===== src/rtl/demux_4_16_reg_pkg.sv =====
// Shared types and constants for the 1-to-4 registered word distributor.
// Optional feature macro: DEMUX_COUNT_EN (per-channel transfer counters).
package demux_4_16_reg_pkg;

  localparam int WIDTH_DEF = 16;
  localparam int CNT_W_DEF = 8;

  localparam logic [1:0] CH0 = 2'b00;
  localparam logic [1:0] CH1 = 2'b01;
  localparam logic [1:0] CH2 = 2'b10;
  localparam logic [1:0] CH3 = 2'b11;

  typedef enum logic {
    ST_EMPTY = 1'b0,
    ST_FULL  = 1'b1
  } slot_state_t;

endpackage


===== src/rtl/demux_4_16_reg_slot.sv =====
// One-word EMPTY/FULL holding register for a single output channel.
// Loads are only issued when the slot is empty or draining this cycle.
module demux_slot
  import demux_4_16_reg_pkg::*;
#(
  parameter int WIDTH = WIDTH_DEF
) (
  input  logic             clk,
  input  logic             rst,
  input  logic             i_load,
  input  logic [WIDTH-1:0] i_d,
  input  logic             i_r,
  output logic [WIDTH-1:0] o_y,
  output logic             o_v
);

  slot_state_t      r_state;
  slot_state_t      w_next;
  logic [WIDTH-1:0] r_y;

  // State and data register; data only changes on a load
  always_ff @(posedge clk) begin
    if (rst) begin
      r_state <= ST_EMPTY;
      r_y     <= '0;
    end else begin
      r_state <= w_next;
      if (i_load) r_y <= i_d;
    end
  end

  // Next-state: refill keeps FULL, drain without refill empties
  always_comb begin
    w_next = r_state;
    unique case (r_state)
      ST_EMPTY: if (i_load) w_next = ST_FULL;
      ST_FULL:  if (i_r && !i_load) w_next = ST_EMPTY;
      default:  w_next = ST_EMPTY;
    endcase
  end

  assign o_y = r_y;
  assign o_v = (r_state == ST_FULL);

endmodule


===== src/rtl/demux_4_16_reg.sv =====
// Registered 1-to-4 word distributor with per-channel valid/ready slots.
// Optional feature macro: DEMUX_COUNT_EN (adds cnt0..cnt3 saturating counters).
module demux_4_16_reg
  import demux_4_16_reg_pkg::*;
#(
`ifdef DEMUX_COUNT_EN
  parameter int CNT_W = CNT_W_DEF,
`endif
  parameter int WIDTH = WIDTH_DEF
) (
  input  logic             clk,
  input  logic             rst,
  input  logic [WIDTH-1:0] d,
  input  logic             s0,
  input  logic             s1,
  input  logic             in_valid,
  output logic             in_ready,
  output logic [WIDTH-1:0] y0,
  output logic [WIDTH-1:0] y1,
  output logic [WIDTH-1:0] y2,
  output logic [WIDTH-1:0] y3,
  output logic             v0,
  output logic             v1,
  output logic             v2,
  output logic             v3,
  input  logic             r0,
  input  logic             r1,
  input  logic             r2,
  input  logic             r3,
`ifdef DEMUX_COUNT_EN
  output logic [CNT_W-1:0] cnt0,
  output logic [CNT_W-1:0] cnt1,
  output logic [CNT_W-1:0] cnt2,
  output logic [CNT_W-1:0] cnt3,
`endif
  output logic             busy
);

  logic [1:0]       w_k;
  logic [3:0]       w_dec;
  logic [3:0]       w_load;
  logic [3:0]       w_v;
  logic [3:0]       w_r;
  logic             w_fire;
  logic [WIDTH-1:0] w_y [4];

  assign w_k    = {s0, s1};
  assign w_r    = {r3, r2, r1, r0};
  assign w_fire = in_valid & in_ready;

  // Channel decoder: one-hot of the selected channel
  always_comb begin
    w_dec = '0;
    unique case (w_k)
      CH0:     w_dec[0] = 1'b1;
      CH1:     w_dec[1] = 1'b1;
      CH2:     w_dec[2] = 1'b1;
      CH3:     w_dec[3] = 1'b1;
      default: w_dec = '0;
    endcase
  end

  assign w_load   = w_fire ? w_dec : 4'b0000;
  assign in_ready = !w_v[w_k] | w_r[w_k];

  for (genvar i = 0; i < 4; i++) begin : g_slot
    demux_slot #(.WIDTH(WIDTH)) u_slot (
      .clk    (clk),
      .rst    (rst),
      .i_load (w_load[i]),
      .i_d    (d),
      .i_r    (w_r[i]),
      .o_y    (w_y[i]),
      .o_v    (w_v[i])
    );
  end

  assign y0 = w_y[0];
  assign y1 = w_y[1];
  assign y2 = w_y[2];
  assign y3 = w_y[3];

  assign v0 = w_v[0];
  assign v1 = w_v[1];
  assign v2 = w_v[2];
  assign v3 = w_v[3];

  assign busy = |w_v;

`ifdef DEMUX_COUNT_EN
  logic [CNT_W-1:0] r_cnt [4];

  // Saturating count of accepted words per channel
  always_ff @(posedge clk) begin
    for (int i = 0; i < 4; i++) begin
      if (rst) begin
        r_cnt[i] <= '0;
      end else if (w_load[i] && (r_cnt[i] != '1)) begin
        r_cnt[i] <= r_cnt[i] + 1'b1;
      end
    end
  end

  assign cnt0 = r_cnt[0];
  assign cnt1 = r_cnt[1];
  assign cnt2 = r_cnt[2];
  assign cnt3 = r_cnt[3];
`endif

endmodule


===== config.mk =====
export PLATFORM = sky130hd
export DESIGN_NAME = demux_4_16_reg
export DESIGN_NICKNAME = d
export VERILOG_FILES = /design/src/rtl/demux_4_16_reg_pkg.sv /design/src/rtl/demux_4_16_reg_slot.sv /design/src/rtl/demux_4_16_reg.sv
export SDC_FILE = /design/constraint.sdc
export NUM_CORES = 1
export LEC_CHECK = 0
export ABC_AREA = 1
export BUFFER_PORTS_ARGS = -buffer_cell sky130_fd_sc_hd__buf_2
export CELL_PAD_IN_SITES_DETAIL_PLACEMENT = 1
export CELL_PAD_IN_SITES_GLOBAL_PLACEMENT = 2
export CORE_ASPECT_RATIO = 2
export CORE_MARGIN = 3
export CORE_UTILIZATION = 27
export DETAILED_ROUTE_END_ITERATION = 12
export HOLD_SLACK_MARGIN = 0.02
export PLACE_DENSITY_LB_ADDON = 0.15
export RECOVER_POWER = 25
export SLEW_MARGIN = 20
export SYNTH_ARGS = -nofsm -noshare
export SYNTH_HDL_FRONTEND = slang
export SYNTH_SLANG_ARGS = --single-unit
export TNS_END_PERCENT = 50

===== constraint.sdc =====
create_clock -name clk -period 1.7 [get_ports clk]
set_input_delay 0.17 -clock clk [delete_from_list [all_inputs] [get_ports clk]]
set_output_delay 0.17 -clock clk [all_outputs]
set_load 0.01 [all_outputs]

=== After elaboration in Yosys (flattened, before gate mapping) ===
Index checks and enable logic that the tools add are counted.

* Bits of input ports: 25
* Register bits after elaboration: 68
* Word-level logic and storage cells: 50
* Output and inout bits: 70

* Equality and inequality tests: 3
* Reductions and logical operators: 11
* Bitwise logic cells: 6
* $lt $le $gt $ge: 1
* Mux-type cells: 21

{| class="wikitable"
|+ Operators by type and width
! operator !! number
|-
| $mux 1 || 14
|-
| $pmux 1 s2 || 4
|-
| $logic_not 1->1 || 5
|-
| $bmux 1 s2 || 2
|-
| $eq 2x2->1 const B || 2
|-
| $logic_and 1x1->1 || 4
|-
| $mux 4 || 1
|-
| $not 1->1 || 4
|-
| $reduce_or 4->1 || 1
|-
| $lt 2x3->1 const B || 1
|-
| $eq 2x1->1 const B || 1
|-
| $logic_not 2->1 || 1
|-
| $and 1x1->1 || 1
|-
| $or 1x1->1 || 1
|}

=== Depth between registers and ports, before layout ===
Gate-level depths: netlist of the first run.

* Word-level depth: 10
* Depth in mapped cells: 12
* Depth with buffers taken out: 10

=== By module ===
From an unflattened synthesis of the first run, not the netlist that was laid out.

* Cells, all modules: 325
* Area total of the unflattened synthesis: 2527.4 µm²

{| class="wikitable"
|+ Modules (own cells, without submodules)
! module !! area each (µm²) !! seq. area each (µm²) !! cells an instance !! times used
|-
| demux_slot || 588.1 || 340.3 || 73 || 4
|-
| demux_4_16_reg || 175.2 || 0.0 || 33 || 1
|}

=== Worst setup path after synthesis of the first run ===
No wires, ideal clock.

* Path kind: register to register
* From: register g_slot[3].u_slot.r_state
* To: register g_slot[3].u_slot.r_y[10]
* Setup slack: 0.429 ns
* Buffers on the path: 1
* Setup time: 0.110 ns
* Period minus slack after synthesis: 1.271 ns
* Stages on the path, launching flop included: 11
* Required time: 1.590 ns
* Arrival: 1.161 ns
* Cells stage by stage: dfxtp_1 > nand2_1 > nand2_1 > nand2_1 > nand2_2 > nand2_8 > nand3_4 > buf_2 > nand2_1 > inv_1 > nor2_1

* Word-level cells in the longest chain between the ends: 6

{| class="wikitable"
|+ Ends and longest elaborated chain
! element !! line !! RTL
|-
| from (decl) || demux_4_16_reg_slot.sv:17 || <nowiki>slot_state_t r_state;</nowiki>
|-
| from (signal assigned) || demux_4_16_reg_slot.sv:27 || <nowiki>r_state <= w_next;</nowiki>
|-
| $bmux 1 s2 || demux_4_16_reg.sv:64 || <nowiki>assign in_ready = !w_v[w_k] | w_r[w_k];</nowiki>
|-
| $mux 1 (not written as such) || demux_4_16_reg.sv:64 ||
|-
| $logic_not 1->1 || demux_4_16_reg.sv:64 ||
|-
| $or 1x1->1 || demux_4_16_reg.sv:64 ||
|-
| $and 1x1->1 || demux_4_16_reg.sv:49 || <nowiki>assign w_fire = in_valid & in_ready;</nowiki>
|-
| $mux 4 || demux_4_16_reg.sv:63 || <nowiki>assign w_load = w_fire ? w_dec : 4'b0000;</nowiki>
|-
| to (signal assigned) || demux_4_16_reg_slot.sv:28 || <nowiki>if (i_load) r_y <= i_d;</nowiki>
|-
| to (decl) || demux_4_16_reg_slot.sv:19 || <nowiki>logic [WIDTH-1:0] r_y;</nowiki>
|}

No other way between the ends. The select of a mux whose other input is x is not followed.
A chain may end at the register's enable or synchronous reset.

=== Final worst setup path of the first run ===
* From: register g_slot[3].u_slot.r_state
* To: output port in_ready

* Word-level cells in the longest chain between the ends: 4

{| class="wikitable"
|+ Ends and longest elaborated chain
! element !! line !! RTL
|-
| $bmux 1 s2 || demux_4_16_reg.sv:64 ||
|-
| $mux 1 (not written as such) || demux_4_16_reg.sv:64 ||
|-
| $logic_not 1->1 || demux_4_16_reg.sv:64 ||
|-
| $or 1x1->1 || demux_4_16_reg.sv:64 ||
|-
| to (decl) || demux_4_16_reg.sv:17 || <nowiki>output logic in_ready,</nowiki>
|}

No other way between the ends. The select of a mux whose other input is x is not followed.

==> summary.log, run 1 <==
[logic_synthesis] fraction of the yosys area taken by sequential cells 38.9%
[floorplan] initial core utilization 27.7%
[global_routing] wire length of the first global-routing pass 18.6 mm
[setup_path] destination of the critical timing path in_ready
[finish] post-synthesis to final-layout area growth 23.9%
[power] clock share of power 43.8%
[logic_synthesis] Netlist cell types 22
[setup_path] beginning of the critical path g_slot[3].u_slot.o_v
[clocking] Clock H-tree levels 3
[sta] slew at the pin with the worst max-slew slack 0.424 ns
[clocking] clock tree from TritonCTS done
[logic_synthesis] post-synthesis average cell area 6.47 µm²
[clocking] clock-pin slew reported for the worst setup and hold paths after clock tree synthesis 0.06 ns
[detailed_routing] via density per instance 4.38
[floorplan] area of the die 0.0145 mm²
[setup_path] reg2reg setup slack 0.20 ns
[global_routing] GRT Residual Overflow 0
[detailed_routing] number of DRC violations after detailed routing 0
[setup_path] startpoint type of the worst setup path flip-flop
[global_routing] total track usage 16.7%
[power] worst vdd rail ir drop 0.514 mV
[finish] fraction of layout cells with a size suffix above 1 16.0%
[clocking] clk_lat worst skew 0.34 ns
[sta] worst-case clock skew 0.00488 ns
[logic_synthesis] post-synth net total 566
[detailed_routing] count of nets left with antenna violations after detail routing 0
[power] P_sw 1170 µW
[sta] worst slew margin relative to its limit 71.7%
[setup_path] arrival time of data at the critical path endpoint 1.44 ns
[floorplan] Core Area 0.0126 mm²
[detailed_routing] First-pass DRT Iterations 4
[floorplan] floorplan die width 86.5 µm
[setup_path] RR Startpoint g_slot[1].u_slot.o_v
[sta] RSZ-0062 raised after global routing no
[global_routing] antenna violations before repair 0
[setup_path] startpoint-to-endpoint class of the critical path reg2out
[power] fraction of power consumed by sequential logic 41.1%
[clocking] clock root cell clkbuf_16
[run] number of maximum-capacitance violations 0
[power] internal power contribution 3040 µW
[power] power density over the cells 970 mW/mm²
[setup_path] r2r endpoint g_slot[1].u_slot.o_y[12]
[finish] Final #Nets 650
[setup_path] critical path data required time 1.53 ns
[detailed_routing] Final Routed Wirelength 11.5 mm
[floorplan] die height 167 µm
[sta] hold_ws 0.0961 ns
[detailed_routing] number of design-rule violations left by the first detailed-router iteration 178
[placement] Placer Congestion 0.796
[min_path] hold crit path type in2reg
[logic_synthesis] Seq cells post-synth 68
[placement] estimated wirelength of the detail-placed design 8.63 mm
[setup_path] largest driver fanout on the critical path 31
[sta] Pins Over Slew Limit 0
[setup_path] Register-to-Register Path Depth 9
[placement] count of input and output buffers 94
[logic_synthesis] total of warnings raised by yosys 0
[power] switching share of total power 27.9%
[floorplan] standard-cell rows 58
[finish] share of the core filled with cells in the final layout 34.4%
[clocking] maximum number of buffers from clock root to sink 2
[sta] final setup fails 0
[detailed_routing] DR WL/cell 14.7 µm
[sta] final critical-path share of the clock period 94.6%
[logic_synthesis] post-synthesis instance area 0.00350 mm²
[clocking] number of buffers inserted during clock tree synthesis 9
[floorplan] number of ports placed on the die boundary 95
[setup_path] category of the worst setup path capture point primary output
[global_routing] number of global-route vias before repair 3581
[sta] final sum of negative setup slack 0 ns
[global_routing] maximum number of pins on one net before global-route repair 65
[finish] most frequent standard cell in the layout excluding fill and tap cells inv_1
[power] Logic pwr share 15.1%
[clocking] CTS Sinks 68
[run_status] status complete, no violations
[logic_synthesis] synthesized instance count 541
[power] static power due to leakage 0.00231 µW
[sta] final hold violation count 0
[finish] commonest cells after routing, fill and taps aside inv_1, nand2_1, dfxtp_1
[sta] highest clock rate 622 MHz
[sta] final critical delay including setup and external delays 1.61 ns
[finish] number of inserted diodes 0
[detailed_routing] via total after detailed routing 3416
area by class of cell:
cell class / count / area (µm²)
inverters: 152 / 573
well taps: 150 / 188
repair buffers: 104 / 553
flip-flops and latches: 68 / 1360
multi-input cells: 290 / 1380
clock inverters: 4 / 50.0
clock buffers: 12 / 236
fillers: 1687 / 8290
state kept, by name, summed over array words and instances (netlist names):
register / flops
g_slot.u_slot.o_v: 4
g_slot.u_slot.o_y: 64
power groups by stage:
stage          Combinational, µW  Sequential (µW)  Clock (µW)
2_1_floorplan                380             1800           0
3_3_place_gp                 651             1760           0
3_5_place_dp                 663             1770           0
4_1_cts                      666             1730        1910
5_1_grt                      731             1740        1960
6_report                     637             1730        1840
synth_stat cells (all sizes together):
library cell,n,share of area [%]
nand4,64,11
buf,24,4.7
nand3,7,2.6
clkinv,1,0.11
dfxtp,68,39
inv,151,16
or4,1,0.21
a21oi,4,0.57
clkbuf,7,0.75
nor2,68,8.1
nand2,146,16
repair_timing:
item,in CTS,in global routing
resized for setup,0,1
setup endpoints to repair,0,1
hold buffers,0,0
buffers inserted,0,0
worst min path at each step:
stage | to | from | slack, ns | depth (start not counted)
floorplan | g_slot[0].u_slot.o_v | rst | 0.24 | 1
global placement | g_slot[3].u_slot.o_v | r3 | 0.45 | 4
detailed placement | g_slot[1].u_slot.o_v | r1 | 0.46 | 4
CTS | g_slot[1].u_slot.o_v | r1 | 0.11 | 4
global route | g_slot[0].u_slot.o_v | rst | 0.12 | 2
finish | g_slot[2].u_slot.o_v | rst | 0.1 | 2
routing by layer:
metal	vias to the layer above	global-route usage, %	wire (µm)
met1	1576	18.4	4520
met2	56	31.0	6380
met3	12	2.77	342
met4	0	6.45	206
met5	-	0	0
li1	1772	-	-
worst max-delay path, stage by stage, from the launching register on:
cell and delay [ns]:
dfxtp_1 0.37, nand2_1 0.09, nand2_1 0.09, nand2_1 0.06
nand2_2 0.13, nand2_8 0.17, buf_2 0.20
kinds of logic after synthesis:
logic type      after synthesis  synth area share, %
flops                        68                 38.9
simple gates                286                 38.7
compound gates                4                0.572
buf+inv                     183                 21.8
through the flow:
step	cells	area, µm²	setup WS, ns	power, µW
after floorplan	541	3500	0.429	2180
after global placement	764	4090	0.124	2410
after detailed placement	764	4090	0.00860	2430
after CTS	780	4380	0.0404	4310
after global routing	780	4340	0.00383	4430
final	780	4340	0.0926	4210
No activity file was read; power rests on OpenSTA's default activity.
==> run 2, diff against run 1 <==
--- a/config.mk
+++ b/config.mk
@@ -6,13 +6,13 @@
 export NUM_CORES = 1
 export LEC_CHECK = 0
 export ABC_AREA = 1
-export BUFFER_PORTS_ARGS = -buffer_cell sky130_fd_sc_hd__buf_2
 export CELL_PAD_IN_SITES_DETAIL_PLACEMENT = 1
 export CELL_PAD_IN_SITES_GLOBAL_PLACEMENT = 2
 export CORE_ASPECT_RATIO = 2
 export CORE_MARGIN = 3
-export CORE_UTILIZATION = 27
+export CORE_UTILIZATION = 33
 export DETAILED_ROUTE_END_ITERATION = 12
+export DONT_BUFFER_PORTS = 1
 export HOLD_SLACK_MARGIN = 0.02
 export PLACE_DENSITY_LB_ADDON = 0.15
 export RECOVER_POWER = 25
==> summary.log, run 2 (synthesized netlist as in run 1, its figures left out) <==
[finish] Final #Nets 565 [-13%]
[sta] RSZ-0062 raised after global routing no
[global_routing] total track usage 19.1% [+2.4 points]
[power] power density over the cells 1100 mW/mm² [+13%]
[run_status] status complete, no violations
[setup_path] arrival time of data at the critical path endpoint 1.39 ns [-0.05 ns]
[power] total power 4350 µW [+3.4%]
[sta] slew at the pin with the worst max-slew slack 0.357 ns [-0.0666 ns]
[finish] number of inserted diodes 0 [unchanged]
[sta] highest clock rate 642 MHz [+3.3%]
[finish] commonest cells after routing, fill and taps aside inv_1, nand2_1, dfxtp_1
[min_path] hold crit path type in2reg
[floorplan] standard-cell rows 52 [-10%]
[clocking] Clock H-tree levels 3 [unchanged]
[sta] final sum of negative setup slack 0 ns [unchanged]
[power] P_sw 1120 µW [-4.9%]
[detailed_routing] number of DRC violations after detailed routing 0 [unchanged]
[placement] Placer Congestion 0.766 [-3.8%]
[setup_path] startpoint-to-endpoint class of the critical path reg2out
[sta] hold_ws 0.0594 ns [-0.0367 ns]
[detailed_routing] Final Routed Wirelength 11.0 mm [-3.8%]
[power] Logic pwr share 10.5% [-4.6 points]
[placement] estimated wirelength of the detail-placed design 8.15 mm [-5.6%]
[floorplan] floorplan die width 78.8 µm [-8.9%]
[sta] final hold violation count 0 [unchanged]
[clocking] clock-pin slew reported for the worst setup and hold paths after clock tree synthesis 0.06 ns [about the same]
[clocking] CTS Sinks 68 [unchanged]
[floorplan] Core Area 0.0102 mm² [-19%]
[finish] share of the core filled with cells in the final layout 38.9% [+4.6 points]
[floorplan] area of the die 0.0120 mm² [-17%]
[min_path] worst hold path depth 3 [+1]
[clocking] clk_lat worst skew 0.33 ns [about the same]
[global_routing] wire length of the first global-routing pass 17.3 mm [-6.9%]
[detailed_routing] count of nets left with antenna violations after detail routing 0 [unchanged]
[sta] Pins Over Slew Limit 0 [unchanged]
[detailed_routing] First-pass DRT Iterations 4 [unchanged]
[setup_path] largest driver fanout on the critical path 3 [-90%]
[detailed_routing] via total after detailed routing 3155 [-7.6%]
[setup_path] Register-to-Register Path Depth 9 [unchanged]
[detailed_routing] number of design-rule violations left by the first detailed-router iteration 136 [-24%]
[global_routing] maximum number of pins on one net before global-route repair 69 [+6.2%]
[floorplan] initial core utilization 34.3% [+6.5 points]
[floorplan] number of ports placed on the die boundary 95 [unchanged]
[placement] count of input and output buffers 0 [-100%]
[setup_path] critical path data required time 1.53 ns [about the same]
[detailed_routing] DR WL/cell 16.2 µm [+10%]
[clocking] clock root cell clkbuf_16
[global_routing] GRT Residual Overflow 0 [unchanged]
[finish] post-synthesis to final-layout area growth 13.5%
[detailed_routing] via density per instance 4.64 [+5.9%]
[clocking] clock tree from TritonCTS done
[global_routing] antenna violations before repair 0 [unchanged]
[sta] final critical delay including setup and external delays 1.56 ns [-0.0509 ns]
[power] fraction of power consumed by sequential logic 41.0% [about the same]
[power] switching share of total power 25.6% [-2.3 points]
[clocking] number of buffers inserted during clock tree synthesis 9 [unchanged]
[run] number of maximum-capacitance violations 0 [unchanged]
[power] internal power contribution 3240 µW [+6.7%]
[sta] final critical-path share of the clock period 91.6% [-3.0 points]
[floorplan] die height 152 µm [-9.2%]
[power] clock share of power 48.5% [+4.7 points]
[power] worst vdd rail ir drop 0.512 mV [-0.46%]
[clocking] maximum number of buffers from clock root to sink 2 [unchanged]
[setup_path] startpoint type of the worst setup path flip-flop
[global_routing] number of global-route vias before repair 3212 [-10%]
[setup_path] category of the worst setup path capture point primary output
[finish] count of filler cells inserted in the layout 1352 [-20%]
[sta] worst-case clock skew 0.00532 ns [+0.000440 ns]
[finish] most frequent standard cell in the layout excluding fill and tap cells inv_1
[sta] worst slew margin relative to its limit 76.0% [+4.3 points]
[sta] final setup fails 0 [unchanged]
[finish] fraction of layout cells with a size suffix above 1 8.62% [-7.4 points]
[power] static power due to leakage 0.00205 µW [-11%]
[finish] max FFs per register 64 [unchanged]
[run 2: changes by cell type in the layout (fill, tap and decap cells not counted), moves of 2 or more]
cell and delta:
buf_12 -4, buf_2 -60, buf_4 +7, clkbuf_1 -37, clkbuf_8 +3, clkinvlp_4 -2
dlygate4sd3_1 +5
[run 2: timing repair]
item | 4_1_cts | 5_1_grt
gates resized for setup | 0 | 1
hold buffers | 5 | 0
endpoints found under the setup margin | 0 | 1
setup buffers | 0 | 0
hold endpoints to repair | 4 | 0
[run 2: stage by stage]
step	instances	worst slack [ns]	area (µm²)
2_1_floorplan	541	0.429	3500
3_3_place_gp	659	0.252	3580
3_5_place_dp	659	0.224	3580
4_1_cts	680	0.0783	3970
5_1_grt	680	0.0558	3980
6_report	680	0.143	3980
[run 2: worst max-delay path: stages, from the launching register on]
cell     delay, ns
dfxtp_1       0.31
buf_4         0.16
or4_1         0.59
[run 2: final cells by class]
type                       instances  area, µm²  area share (%)
clock inverter                     4       70.1            1.76
inverter                         152        573            14.4
tap                              135        169            4.25
clock buffer                      12        267            6.70
timing repair buffer              19        159            4.00
sequential                        68       1360            34.2
multi-input combinational        290       1380            34.6
[run 2: power by group through the flow]
stage | clock network, µW | logic (µW) | registers, µW
3_3_place_gp | 0 | 443 | 1820
4_1_cts | 2160 | 469 | 1790
6_report | 2110 | 459 | 1780
5_1_grt | 2220 | 531 | 1790
2_1_floorplan | 0 | 380 | 1800
3_5_place_dp | 0 | 455 | 1820
[run 2: final timing paths]
kind                                          startpoint                       end  slack, ns
worst max register to register      g_slot[0].u_slot.o_v  g_slot[2].u_slot.o_y[15]       0.25
worst max-delay path                g_slot[0].u_slot.o_v                      busy       0.14
worst min-delay path                            in_valid  g_slot[1].u_slot.o_y[13]       0.06
worst min register to register  g_slot[0].u_slot.o_y[13]  g_slot[0].u_slot.o_y[13]       0.56
[run 2: layer usage]
| metal | routed length (µm) | GRT usage, % | vias up |
|---|---|---|---|
| met4 | 269 | 7.92 | 0 |
| met5 | 0 | 0 | - |
| met3 | 557 | 4.20 | 18 |
| met1 | 4120 | 20.6 | 1465 |
| li1 | - | - | 1595 |
| met2 | 6080 | 35.5 | 77 |
==> run 3, diff against run 2 <==
--- a/config.mk
+++ b/config.mk
@@ -14,7 +14,7 @@
 export DETAILED_ROUTE_END_ITERATION = 12
 export DONT_BUFFER_PORTS = 1
 export HOLD_SLACK_MARGIN = 0.02
-export PLACE_DENSITY_LB_ADDON = 0.15
+export PLACE_DENSITY_LB_ADDON = 0.3
 export RECOVER_POWER = 25
 export SLEW_MARGIN = 20
 export SYNTH_ARGS = -nofsm -noshare
==> summary.log, run 3 (synthesized netlist as in run 1, its figures left out) <==
[run_status] status complete, no violations
[power] power density over the cells 1010 mW/mm² [-7.8%]
[sta] worst slew margin relative to its limit 69.5% [-6.5 points]
[sta] Final Worst Setup Slack 0.164 ns [+0.0208 ns]
[clocking] clk_lat worst skew 0.34 ns [about the same]
[sta] hold_ws 0.0478 ns [-0.0116 ns]
[clocking] maximum number of buffers from clock root to sink 2 [unchanged]
[sta] RSZ-0062 raised after global routing no
[placement] post-placement worst setup slack 0.233 ns [+0.00904 ns]
[finish] Final #Nets 561 [-0.71%]
[detailed_routing] Final Routed Wirelength 10.8 mm [-1.6%]
[detailed_routing] count of nets left with antenna violations after detail routing 0 [unchanged]
[sta] final hold violation count 0 [unchanged]
[finish] most frequent standard cell in the layout excluding fill and tap cells inv_1
[detailed_routing] number of DRC violations after detailed routing 0 [unchanged]
[detailed_routing] routed length on met2 5.98 mm [-1.5%]
[global_routing] wire length of the first global-routing pass 16.7 mm [-3.2%]
[sta] slew at the pin with the worst max-slew slack 0.457 ns [+0.0996 ns]
[setup_path] critical path data required time 1.53 ns [about the same]
[clocking] CTS Sinks 68 [unchanged]
[setup_path] startpoint type of the worst setup path flip-flop
[run] number of maximum-capacitance violations 0 [unchanged]
[clocking] Clock H-tree levels 3 [unchanged]
[floorplan] standard-cell rows 52 [unchanged]
[finish] max FFs per register 64 [unchanged]
[floorplan] Core Area 0.0102 mm² [unchanged]
[detailed_routing] met3 wire length 556 µm [-0.18%]
[detailed_routing] via total after detailed routing 3137 [-0.57%]
[placement] dpl cell area 0.00357 mm² [-0.28%]
[clocking] clock-pin slew reported for the worst setup and hold paths after clock tree synthesis 0.05 ns [about the same]
[floorplan] die height 152 µm [unchanged]
[finish] number of inserted diodes 0 [unchanged]
[finish] post-synthesis to final-layout area growth 10.7%
[floorplan] area of the die 0.0120 mm² [unchanged]
[sta] worst-case clock skew 0.00892 ns [+0.00360 ns]
[placement] Placer Congestion 0.748 [-2.3%]
[detailed_routing] DR WL/cell 16.0 µm [-1.1%]
[sta] final critical-path share of the clock period 90.3% [-1.2 points]
[global_routing] total track usage 18.5% [-0.58 points]
[global_routing] GRT Residual Overflow 0 [unchanged]
[sta] final setup fails 0 [unchanged]
[clocking] clock root cell clkbuf_16
[power] worst vdd rail ir drop 0.498 mV [-2.8%]
[min_path] hold crit path type in2reg
[finish] count of filler cells inserted in the layout 1359 [+0.52%]
[clocking] number of buffers inserted during clock tree synthesis 9 [unchanged]
[placement] count of input and output buffers 0 [unchanged]
[global_routing] maximum number of pins on one net before global-route repair 69 [unchanged]
[detailed_routing] M1 WL 4.04 mm [-1.7%]
[detailed_routing] number of design-rule violations left by the first detailed-router iteration 125 [-8.1%]
[setup_path] RR Startpoint g_slot[0].u_slot.o_v
[floorplan] number of ports placed on the die boundary 95 [unchanged]
[clocking] total of cells resized after clock tree synthesis 0 [unchanged]
[sta] Pins Over Slew Limit 0 [unchanged]
[global_routing] antenna violations before repair 0 [unchanged]
[detailed_routing] uppermost layer routed met4
[setup_path] startpoint-to-endpoint class of the critical path reg2out
[detailed_routing] First-pass DRT Iterations 4 [unchanged]
[min_path] start point of the worst min-delay path r1
[finish] fraction of layout cells with a size suffix above 1 7.58% [-1.0 points]
[sta] highest clock rate 651 MHz [+1.4%]
[finish] final cell area excluding filler cells 0.00388 mm² [-2.5%]
[global_routing] number of global-route vias before repair 3134 [-2.4%]
[setup_path] beginning of the critical path g_slot[0].u_slot.o_v
[clocking] clock tree from TritonCTS done
[sta] final critical delay including setup and external delays 1.54 ns [-0.0208 ns]
[finish] commonest cells after routing, fill and taps aside inv_1, nand2_1, dfxtp_1
[placement] estimated wirelength of the detail-placed design 7.91 mm [-2.9%]
[detailed_routing] via density per instance 4.64 [about the same]
[power] static power due to leakage 0.00199 µW [-2.8%]
[setup_path] largest driver fanout on the critical path 3 [unchanged]
[setup_path] category of the worst setup path capture point primary output
[setup_path] arrival time of data at the critical path endpoint 1.37 ns [-0.02 ns]
[floorplan] initial core utilization 34.3% [unchanged]
[sta] final sum of negative setup slack 0 ns [unchanged]
[floorplan] floorplan die width 78.8 µm [unchanged]
[run 3: cell types whose count changed in the layout (fill, tap and decap cells not counted), sizes merged]
cell,before,now
buf,14,11
bufinv,2,0
clkinv,3,4
clkinvlp,0,1
dlygate4sd3,5,4
[run 3: report_power, final]
part	switching, µW	internal (µW)
clock network	691	985
logic	300	154
registers	102	1680
[run 3: cell type report]
cell class	count	area (µm²)	share of cell area, %
multi-input cells	290	1380	35.5
well taps	135	169	4.36
clock inverters	4	26.3	0.678
repair buffers	15	135	3.49
flip-flops and latches	68	1360	35.1
inverters	152	573	14.8
clock buffers	12	236	6.10
[run 3: routing by layer]
layer | GRT usage (%) | vias up
met3 | 4.32 | 15
met2 | 34.5 | 69
met5 | 0 | -
met1 | 19.6 | 1469
li1 | - | 1584
met4 | 7.75 | 0
[run 3: per-stage QoR]
step	utilization, %	power, µW	instances
3_3_place_gp	35.0	2260	656
4_1_cts	38.0	3970	676
5_1_grt	38.0	4100	676
6_report	38.0	3910	676
3_5_place_dp	35.0	2280	656
2_1_floorplan	-	2180	541
[run 3: critical path, stage by stage, from the launching register on]
cell and delay (ns):
dfxtp_1 0.30, buf_4 0.15, or4_1 0.58
[run 3: worst paths after layout]
check	slack, ns	depth (start not counted)	end
worst min register to register	0.56	4	g_slot[0].u_slot.o_y[15]
worst max register to register	0.25	9	g_slot[3].u_slot.o_y[6]
worst min-delay path	0.05	3	g_slot[1].u_slot.o_v
worst max-delay path	0.16	2	busy
[run 3: timing repair]
action	CTS	global route
hold buffers	4	0
endpoints found under the hold margin	4	0
buffers inserted	0	0
endpoints found under the setup margin	0	0
